### config.mk
export PLATFORM = sky130hd
export DESIGN_NAME = mmv_ram_data_bus_tester
export DESIGN_NICKNAME = d
export VERILOG_FILES = /design/src/rtl/mmv_ram_db_pkg.sv /design/src/rtl/mmv_ram_data_bus_tester.sv
export SDC_FILE = /design/constraint.sdc
export NUM_CORES = 1
export LEC_CHECK = 0
export ABC_CLOCK_PERIOD_IN_PS = 2100
export BUFFER_PORTS_ARGS = -buffer_cell sky130_fd_sc_hd__buf_4
export CAP_MARGIN = 20
export CORE_AREA = 2 2 60 62
export CTS_BUF_LIST = sky130_fd_sc_hd__clkbuf_4 sky130_fd_sc_hd__clkbuf_8 sky130_fd_sc_hd__clkbuf_16
export DETAILED_ROUTE_END_ITERATION = 6
export DIE_AREA = 0 0 62 64
export GPL_TIMING_DRIVEN = 0
export PLACE_DENSITY = 0.73
export SYNTH_ARGS = -nofsm -noshare
export SYNTH_HDL_FRONTEND = slang
export SYNTH_SLANG_ARGS = --single-unit
### constraint.sdc
create_clock -name clk -period 2.1 [get_ports clk]
set_clock_uncertainty 0.05 [all_clocks]
set_input_delay 0.42 -clock clk [delete_from_list [all_inputs] [get_ports clk]]
set_output_delay 0.42 -clock clk [all_outputs]
set_load 0.02 [all_outputs]
### src/rtl/mmv_ram_db_pkg.sv
// Shared types and helpers for the RAM data-bus tester.
// FSM state encoding and the walking-ones/zeros pattern generator.
package mmv_ram_db_pkg;

  typedef enum logic [1:0] {
    IDLE,
    WRITE,
    READ,
    WAIT
  } state_t;

  localparam int unsigned PMAX = 64;

  // k < dw: walking one; otherwise walking zero at bit k-dw.
  // Caller keeps the low dw bits.
  function automatic logic [PMAX-1:0] pattern(
    input int unsigned k,
    input int unsigned dw
  );
    logic [PMAX-1:0] one;
    logic [PMAX-1:0] p;
    one = PMAX'(1);
    if (k < dw) p = one << k;
    else p = ~(one << (k - dw));
    return p;
  endfunction

endpackage

### src/rtl/mmv_ram_data_bus_tester.sv
// Data-bus BIST master: walking ones then walking zeros
// written to one address, read back and compared.
module mmv_ram_data_bus_tester
  import mmv_ram_db_pkg::*;
#(
  parameter int AWIDTH = 8,
  parameter int DWIDTH = 8,
  parameter logic [AWIDTH-1:0] TADDR = '0
) (
  input  logic              clk,
  input  logic              rst_n,
  input  logic              clear,
  input  logic              start,
  output logic              ready,
  output logic              fault,
  output logic              done,
  output logic [AWIDTH-1:0] m_addr,
  output logic              m_wreq,
  output logic [DWIDTH-1:0] m_wdat,
  output logic              m_rreq,
  input  logic [DWIDTH-1:0] m_rdat,
  input  logic              m_rval,
  input  logic              m_busy
);

  localparam int N  = 2 * DWIDTH;
  localparam int KW = $clog2(N);
  localparam logic [KW-1:0] KLAST = KW'(N - 1);

  state_t          state_q;
  state_t          state_nxt;
  logic [KW-1:0]   k_q;
  logic [KW-1:0]   k_nxt;

  logic [PMAX-1:0] pw_cur;
  logic [PMAX-1:0] pw_nxt;
  logic [DWIDTH-1:0] pat_cur;
  logic [DWIDTH-1:0] pat_nxt;

  logic              wreq_nxt;
  logic              rreq_nxt;
  logic [AWIDTH-1:0] addr_nxt;
  logic [DWIDTH-1:0] wdat_nxt;
  logic              fault_nxt;
  logic              done_nxt;
  logic              chk;

  // Expected data for the current and upcoming pattern index.
  always_comb begin
    pw_cur  = pattern(32'(k_q), DWIDTH);
    pw_nxt  = pattern(32'(k_nxt), DWIDTH);
    pat_cur = pw_cur[DWIDTH-1:0];
    pat_nxt = pw_nxt[DWIDTH-1:0];
  end

  // State and pattern index registers.
  always_ff @(posedge clk or negedge rst_n) begin
    if (!rst_n) begin
      state_q <= IDLE;
      k_q     <= '0;
    end else begin
      state_q <= state_nxt;
      k_q     <= k_nxt;
    end
  end

  // Next state; clear overrides everything, including start.
  always_comb begin
    state_nxt = state_q;
    k_nxt     = k_q;
    if (clear) begin
      state_nxt = IDLE;
      k_nxt     = '0;
    end else begin
      unique case (state_q)
        IDLE: begin
          if (start) begin
            state_nxt = WRITE;
            k_nxt     = '0;
          end
        end
        WRITE: begin
          if (!m_busy) state_nxt = READ;
        end
        READ: begin
          if (!m_busy) state_nxt = WAIT;
        end
        WAIT: begin
          if (m_rval) begin
            if (k_q == KLAST) begin
              state_nxt = IDLE;
              k_nxt     = '0;
            end else begin
              state_nxt = WRITE;
              k_nxt     = k_q + 1'b1;
            end
          end
        end
        default: begin
          state_nxt = IDLE;
          k_nxt     = '0;
        end
      endcase
    end
  end

  // Registered outputs are derived from where the FSM is heading.
  always_comb begin
    wreq_nxt  = (state_nxt == WRITE);
    rreq_nxt  = (state_nxt == READ);
    addr_nxt  = (wreq_nxt || rreq_nxt) ? TADDR : '0;
    wdat_nxt  = wreq_nxt ? pat_nxt : '0;
    chk       = !clear && (state_q == WAIT) && m_rval;
    fault_nxt = chk && (m_rdat != pat_cur);
    done_nxt  = chk && (k_q == KLAST);
  end

  // Output registers.
  always_ff @(posedge clk or negedge rst_n) begin
    if (!rst_n) begin
      m_wreq <= 1'b0;
      m_rreq <= 1'b0;
      m_addr <= '0;
      m_wdat <= '0;
      fault  <= 1'b0;
      done   <= 1'b0;
    end else begin
      m_wreq <= wreq_nxt;
      m_rreq <= rreq_nxt;
      m_addr <= addr_nxt;
      m_wdat <= wdat_nxt;
      fault  <= fault_nxt;
      done   <= done_nxt;
    end
  end

  assign ready = (state_q == IDLE);

endmodule

======== Yosys cells after proc, flatten, opt, wreduce, memory -nomap -nowiden ========
Index checks and enable logic that the tools add are counted.
operators by class
  $add $sub $neg .......................... 3
  multipliers ............................. 0
  div/mod/pow operators ................... 0
  magnitude comparators ................... 2
  equality and inequality tests ........... 7
  shift-type cells ........................ 4
  multiplexer cells ....................... 15
  bitwise gates (word level) .............. 2
  reductions and logical operators ........ 6
operator list
  cell                  count
  $shl 1x32->8 const A  2
  $mux 8                3
  $mux 4                4
  $not 8->8             2
  $shl 1x4->8 const A   2
  $mux 2                5
  $sub 4x4->5 const B   2
  $lt 4x4->1 const B    2
  $ne 8x8->1            1
  $pmux 2 s4            1
  $pmux 4 s2            1
  $eq 2x2->1 const B    3
  $add 4x1->4 const B   1
  $eq 2x1->1 const B    2
  $eq 4x4->1 const B    1
  $logic_and 1x1->1     4
  $logic_not 2->1       1
  $logic_not 1->1       1
  $mux 1                1
word-level totals
  register bits ........................... 18
  bits in latches ......................... 0
  memory bits (writable) .................. 0
  ROM bits ................................ 0
  input port bits ......................... 14
  output and inout bits ................... 21
  memories ................................ 0

======== Depth between registers and ports, before layout ========
  word-level depth ........................ 10
  gate-level depth with buffers ........... 8
  gate-level depth less buffers ........... 7

======== Least setup slack after synthesis ========
OpenSTA, ideal clock, no wires.
  path type ............................... reg-to-reg
  from .................................... register state_q[0]
  to ...................................... register m_wdat[3]
  library setup time ...................... 0.079 ns
  arrival ................................. 1.983 ns
  required time ........................... 1.971 ns
  path slack .............................. -0.012 ns
  stages on the path, launching flop included .. 8
  buffers on the path ..................... 0
  cells stage by stage .................... dfrtp_1 inv_1 ha_1 and2b_2 o21ai_0 a21oi_2 nor3b_1 mux2i_1
between the ends
  longest elaborated chain between the ends .. 8
  elaborated cells on any way between the ends .. 20
  classes of those cells .................. add/sub (1); order compare (1); eq/ne (4); shift (2); mux (10); bitwise (1); reduce/logical (1)
ends and longest elaborated chain
  what                      RTL line                        text
  start: declaration        mmv_ram_data_bus_tester.sv:30   state_t state_q;
  start signal: assignment  mmv_ram_data_bus_tester.sv:62   state_q <= state_nxt;
  $logic_not 2->1 (*)       n/a
  via ready                 mmv_ram_data_bus_tester.sv:14   output logic ready,
  $pmux 4 s2 (*)            mmv_ram_data_bus_tester.sv:75   unique case (state_q)
  $mux 4 (*)                mmv_ram_data_bus_tester.sv:71   if (clear) begin
  via k_nxt[1]              mmv_ram_data_bus_tester.sv:33   logic [KW-1:0] k_nxt;
  $sub 4x4->5               mmv_ram_db_pkg.sv:24            else p = ~(one << (k - dw));
  $shl 1x32->8              mmv_ram_db_pkg.sv:24
  $not 8->8                 mmv_ram_db_pkg.sv:24
  $mux 8 (*)                mmv_ram_db_pkg.sv:23            if (k < dw) p = one << k;
  $mux 8 (*)                mmv_ram_data_bus_tester.sv:112  wdat_nxt = wreq_nxt ? pat_nxt : '0;
  via wdat_nxt[3]           mmv_ram_data_bus_tester.sv:43   logic [DWIDTH-1:0] wdat_nxt;
  end signal: assignment    mmv_ram_data_bus_tester.sv:131  m_wdat <= wdat_nxt;
  end: declaration          mmv_ram_data_bus_tester.sv:19   output logic [DWIDTH-1:0] m_wdat,
The timed path passes the listed nets; every way through them passes the cells marked *.

======== Final worst setup path ========
  from .................................... register state_q[0]
  to ...................................... register m_wdat[0]
between the ends
  longest elaborated chain between the ends .. 8
  elaborated cells on any way between the ends .. 20
  classes of those cells .................. add/sub (1); order compare (1); eq/ne (4); shift (2); mux (10); bitwise (1); reduce/logical (1)
ends and longest elaborated chain
  what                                                  RTL line
  $eq 2x2->1 / $logic_not 2->1 (equally long branches)  mmv_ram_data_bus_tester.sv:75
  $pmux 4 s2 (*)                                        mmv_ram_data_bus_tester.sv:75
  $mux 4 (*)                                            mmv_ram_data_bus_tester.sv:71
  via k_nxt[2]                                          mmv_ram_data_bus_tester.sv:33
  $sub 4x4->5                                           mmv_ram_db_pkg.sv:24
  $shl 1x32->8                                          mmv_ram_db_pkg.sv:24
  $not 8->8                                             mmv_ram_db_pkg.sv:24
  $mux 8 (*)                                            mmv_ram_db_pkg.sv:23
  $mux 8 (*)                                            mmv_ram_data_bus_tester.sv:112
  via wdat_nxt[0]                                       mmv_ram_data_bus_tester.sv:43
Marks and branches as above.

==> results.yml <==
status:
  status: "complete, no violations"
power_and_ir_drop:
  swShare_pct: 28.30
  vdd_drop_max_v: 0.0005130
  pwr_density_cell_nw_per_um2: 369.3
  total_power_w: 0.0007689
  p_leak_nw: 0.9377
  power_switching_w: 0.0002176
  p_seq_share_pct: 46.7
  p_comb_share_pct: 26.6
  pwr-share-clk_pct: 26.7
  p_int_w: 0.0005513
drt:
  drtIter0Drc: 42
  viasPerCell: 5.289
  dr.pass1.iters: 6
  drc_errors: 0
  ant_nets: 0
  wire_per_inst_um: 13.98
  drt-total-wl_mm: 3.536
  vias: 1338
timing:
  hold_ws_ns: 0.3830
  maxSlewViolCount: 0
  post-route-period-util_pct: 98.87
  finalSetupViolations: 0
  fin_crit_ns: 2.076
  layout_setup_ws_ns: 0.02368
  relSlewSlack_pct: 45.31
  grt_setup_unrepaired: "true"
  fmax_mhz: 481.6
  hold_viol_final: 0
  finalSetupTns_ns: 0
  worst_pin_slew_ns: 0.8203
setup_path:
  r2r_slack_ns: 0.02
  critical_path_required_ns: 2.27
  worstPathArrival_ns: 2.24
  crit_cells: 8
  reg2regPathDepth: 8
  cpLargestDelayFamily: "compound AO/OA/AOI/OAI gates"
  r2r-end: "m_wdat[0]"
  crit_chain: "buf_4, ha_4, and2b_4, o31ai_4, a21oi_4, buf_6, nor3_4, mux2i_1"
  cpPeakStageDelay_ns: 0.44
  worstSetupPathType: "flop to flop"
  path_buf_inv: 2
  startpoint: "state_q[0]"
  cp_max_fo: 7
  r2r-start: "state_q[0]"
  endpoint: "m_wdat[0]"
  start_kind: "flop"
  end_kind: "flop"
  cpMaxStageDelayCell: "dfrtp_2"
final_layout:
  layout.cells.non_filler: 253
  multiInputGateArea_um2: 1031
  areaGrowthSynthToFinish_pct: 40.66
  nFillCells: 261
  drive_gt1_share_pct: 47.34
  finalNetCount: 232
  antenna_cells: 0
  ff_latch_area_um2: 454.2
synthesis:
  synth_edf_count: 0
  syn_inst: 148
  yosys-top-cells-area: "dfrtp_1 (30%), ha_1 (8.5%), mux2i_1 (5.4%)"
  synth.top_cells.by_count: "dfrtp_1 (18), ha_1 (10), nand2_1 (10)"
  synth_seq_cells: 18
  ys_types: 54
  synth_top_area_cell: "dfrtp_1"
  ys_async_sr_fraction_pct: 100.0
  synth_warnings: 0
  ys.flop_type: "dfrtp_1"
  synth_area_um2: 1480
  postSynthAreaPerCell_um2: 10.00
  yosysMostFrequentCell: "dfrtp_1"
  yosys.area.top_type_share_pct: 30.43
  synth_seq_area_share_pct: 30.43
floorplan:
  io_pins: 35
  die_width_um: 62
  dieArea_um2: 3968
  rows: 21
  coreArea_um2: 3284
  initial_utilization_pct: 45.07
  die_y_um: 64
clocking:
  cts_made_buffers: 3
  htree_num_levels: 1
  cts_root_buffer: "clkbuf_4"
  cts_tree: "yes"
  clk_pin_slew_ns: 0.09
  clockBufferDepth: 2
  clk-insertion-delay-late_ns: 0.29
  cts_sinks: 18
placement:
  place_ws_ns: -0.2183
  place.gp.congestion: 0.7565
  dp.cells: 226
  port_buffers: 25
  dpl.hpwl_mm: 2.420
worst_hold_path:
  min_delay_path_depth: 3
  min_path_type: "primary input to flop"
global_route:
  track_usage_pct: 17.73
  antenna_found_initial: 0
  grt-ovfl-total: 0
  grt_pass1_wl_mm: 5.430
  grt_pass1_vias: 1197
  grt_max_degree: 19
flow_run:
  max-cap-violations: 0
-- routing by layer --
layer	global-route usage [%]	part of all wire (%)	up-vias
met3	3.644	4.4	2
met2	30.08	53	38
li1	-	-	653
met5	0	0	-
met1	22.74	42	645
met4	3.457	0.20	0
-- registers in the layout, summed over array words and instances, names as in the netlist --
| name | count |
|---|---|
| fault | 1 |
| m_wdat | 8 |
| k_q | 4 |
| state_q | 2 |
| m_wreq | 1 |
| done | 1 |
| m_rreq | 1 |
-- what timing repair did --
| item | in CTS | in global routing |
|---|---|---|
| endpoints found under the hold margin | 18 | 0 |
| resized for setup | 7 | 23 |
| hold buffers | 1 | 0 |
| pin swaps | 3 | 8 |
| setup endpoints to repair | 8 | 9 |
| buffers inserted | 2 | 20 |
-- tightest hold or removal path: cells and delay by family --
family / cells / cell delay [ns]
AND/OR/NAND/NOR: 2 / 0.14
buffers and inverters: 1 / 0.13
-- cell usage in the layout (no fill, tap or decap), types with 4 or more instances in the layout --
master   count
nand2_1     10
ha_1         7
nor2_1       6
buf_6        4
nor3_1       7
conb_1       8
dfrtp_1     15
mux2i_1      8
buf_4       54
o21ai_0      5
-- cell type report --
class                      count  share of cell area [%]
inverter                       7                   1.382
tap                           46                   2.764
timing repair buffer          48                   17.61
multi-input combinational    116                   49.52
buffer                        14                   5.168
clock buffer                   4                   1.743
sequential                    18                   21.81
-- power by group through the flow --
stage / combinational, W / sequential (W) / clock, W
after floorplan: 0.000106 / 0.000372 / 0
after global routing: 0.000223 / 0.000360 / 0.000233
after detailed placement: 0.000169 / 0.000367 / 0
final: 0.000205 / 0.000359 / 0.000205
after CTS: 0.000185 / 0.000358 / 0.000212
after global placement: 0.000163 / 0.000366 / 0
-- metrics by stage --
step | utilization (%) | cell area, µm²
floorplan | - | 1509
global placement | 53.41 | 1754
detailed placement | 53.41 | 1754
CTS | 56.27 | 1848
global route | 63.39 | 2082
finish | 63.39 | 2082
-- logic make-up after synthesis --
kind of cell / count (synthesis) / share of synthesized area [%]
XOR/XNOR: 2 / 1.184
AND/OR/NAND/NOR: 57 / 25.19
buffers and inverters: 21 / 8.791
flip-flops: 18 / 30.43
other: 1 / 0.2533
AO/OA/AOI/OAI: 31 / 20.29
adder cells (fa/ha/maj): 10 / 8.453
multiplexers: 8 / 5.410
-- how the worst min path moves through the flow --
stage	from	endpoint	slack [ns]
after floorplan	rst_n	done	0.07
final	m_rval	done	0.38
after global routing	m_rval	fault	0.36
after CTS	m_rval	done	0.37
after detailed placement	rst_n	m_wdat[0]	0.25
after global placement	rst_n	m_wdat[2]	0.24
No activity file was read; power rests on OpenSTA's default activity.
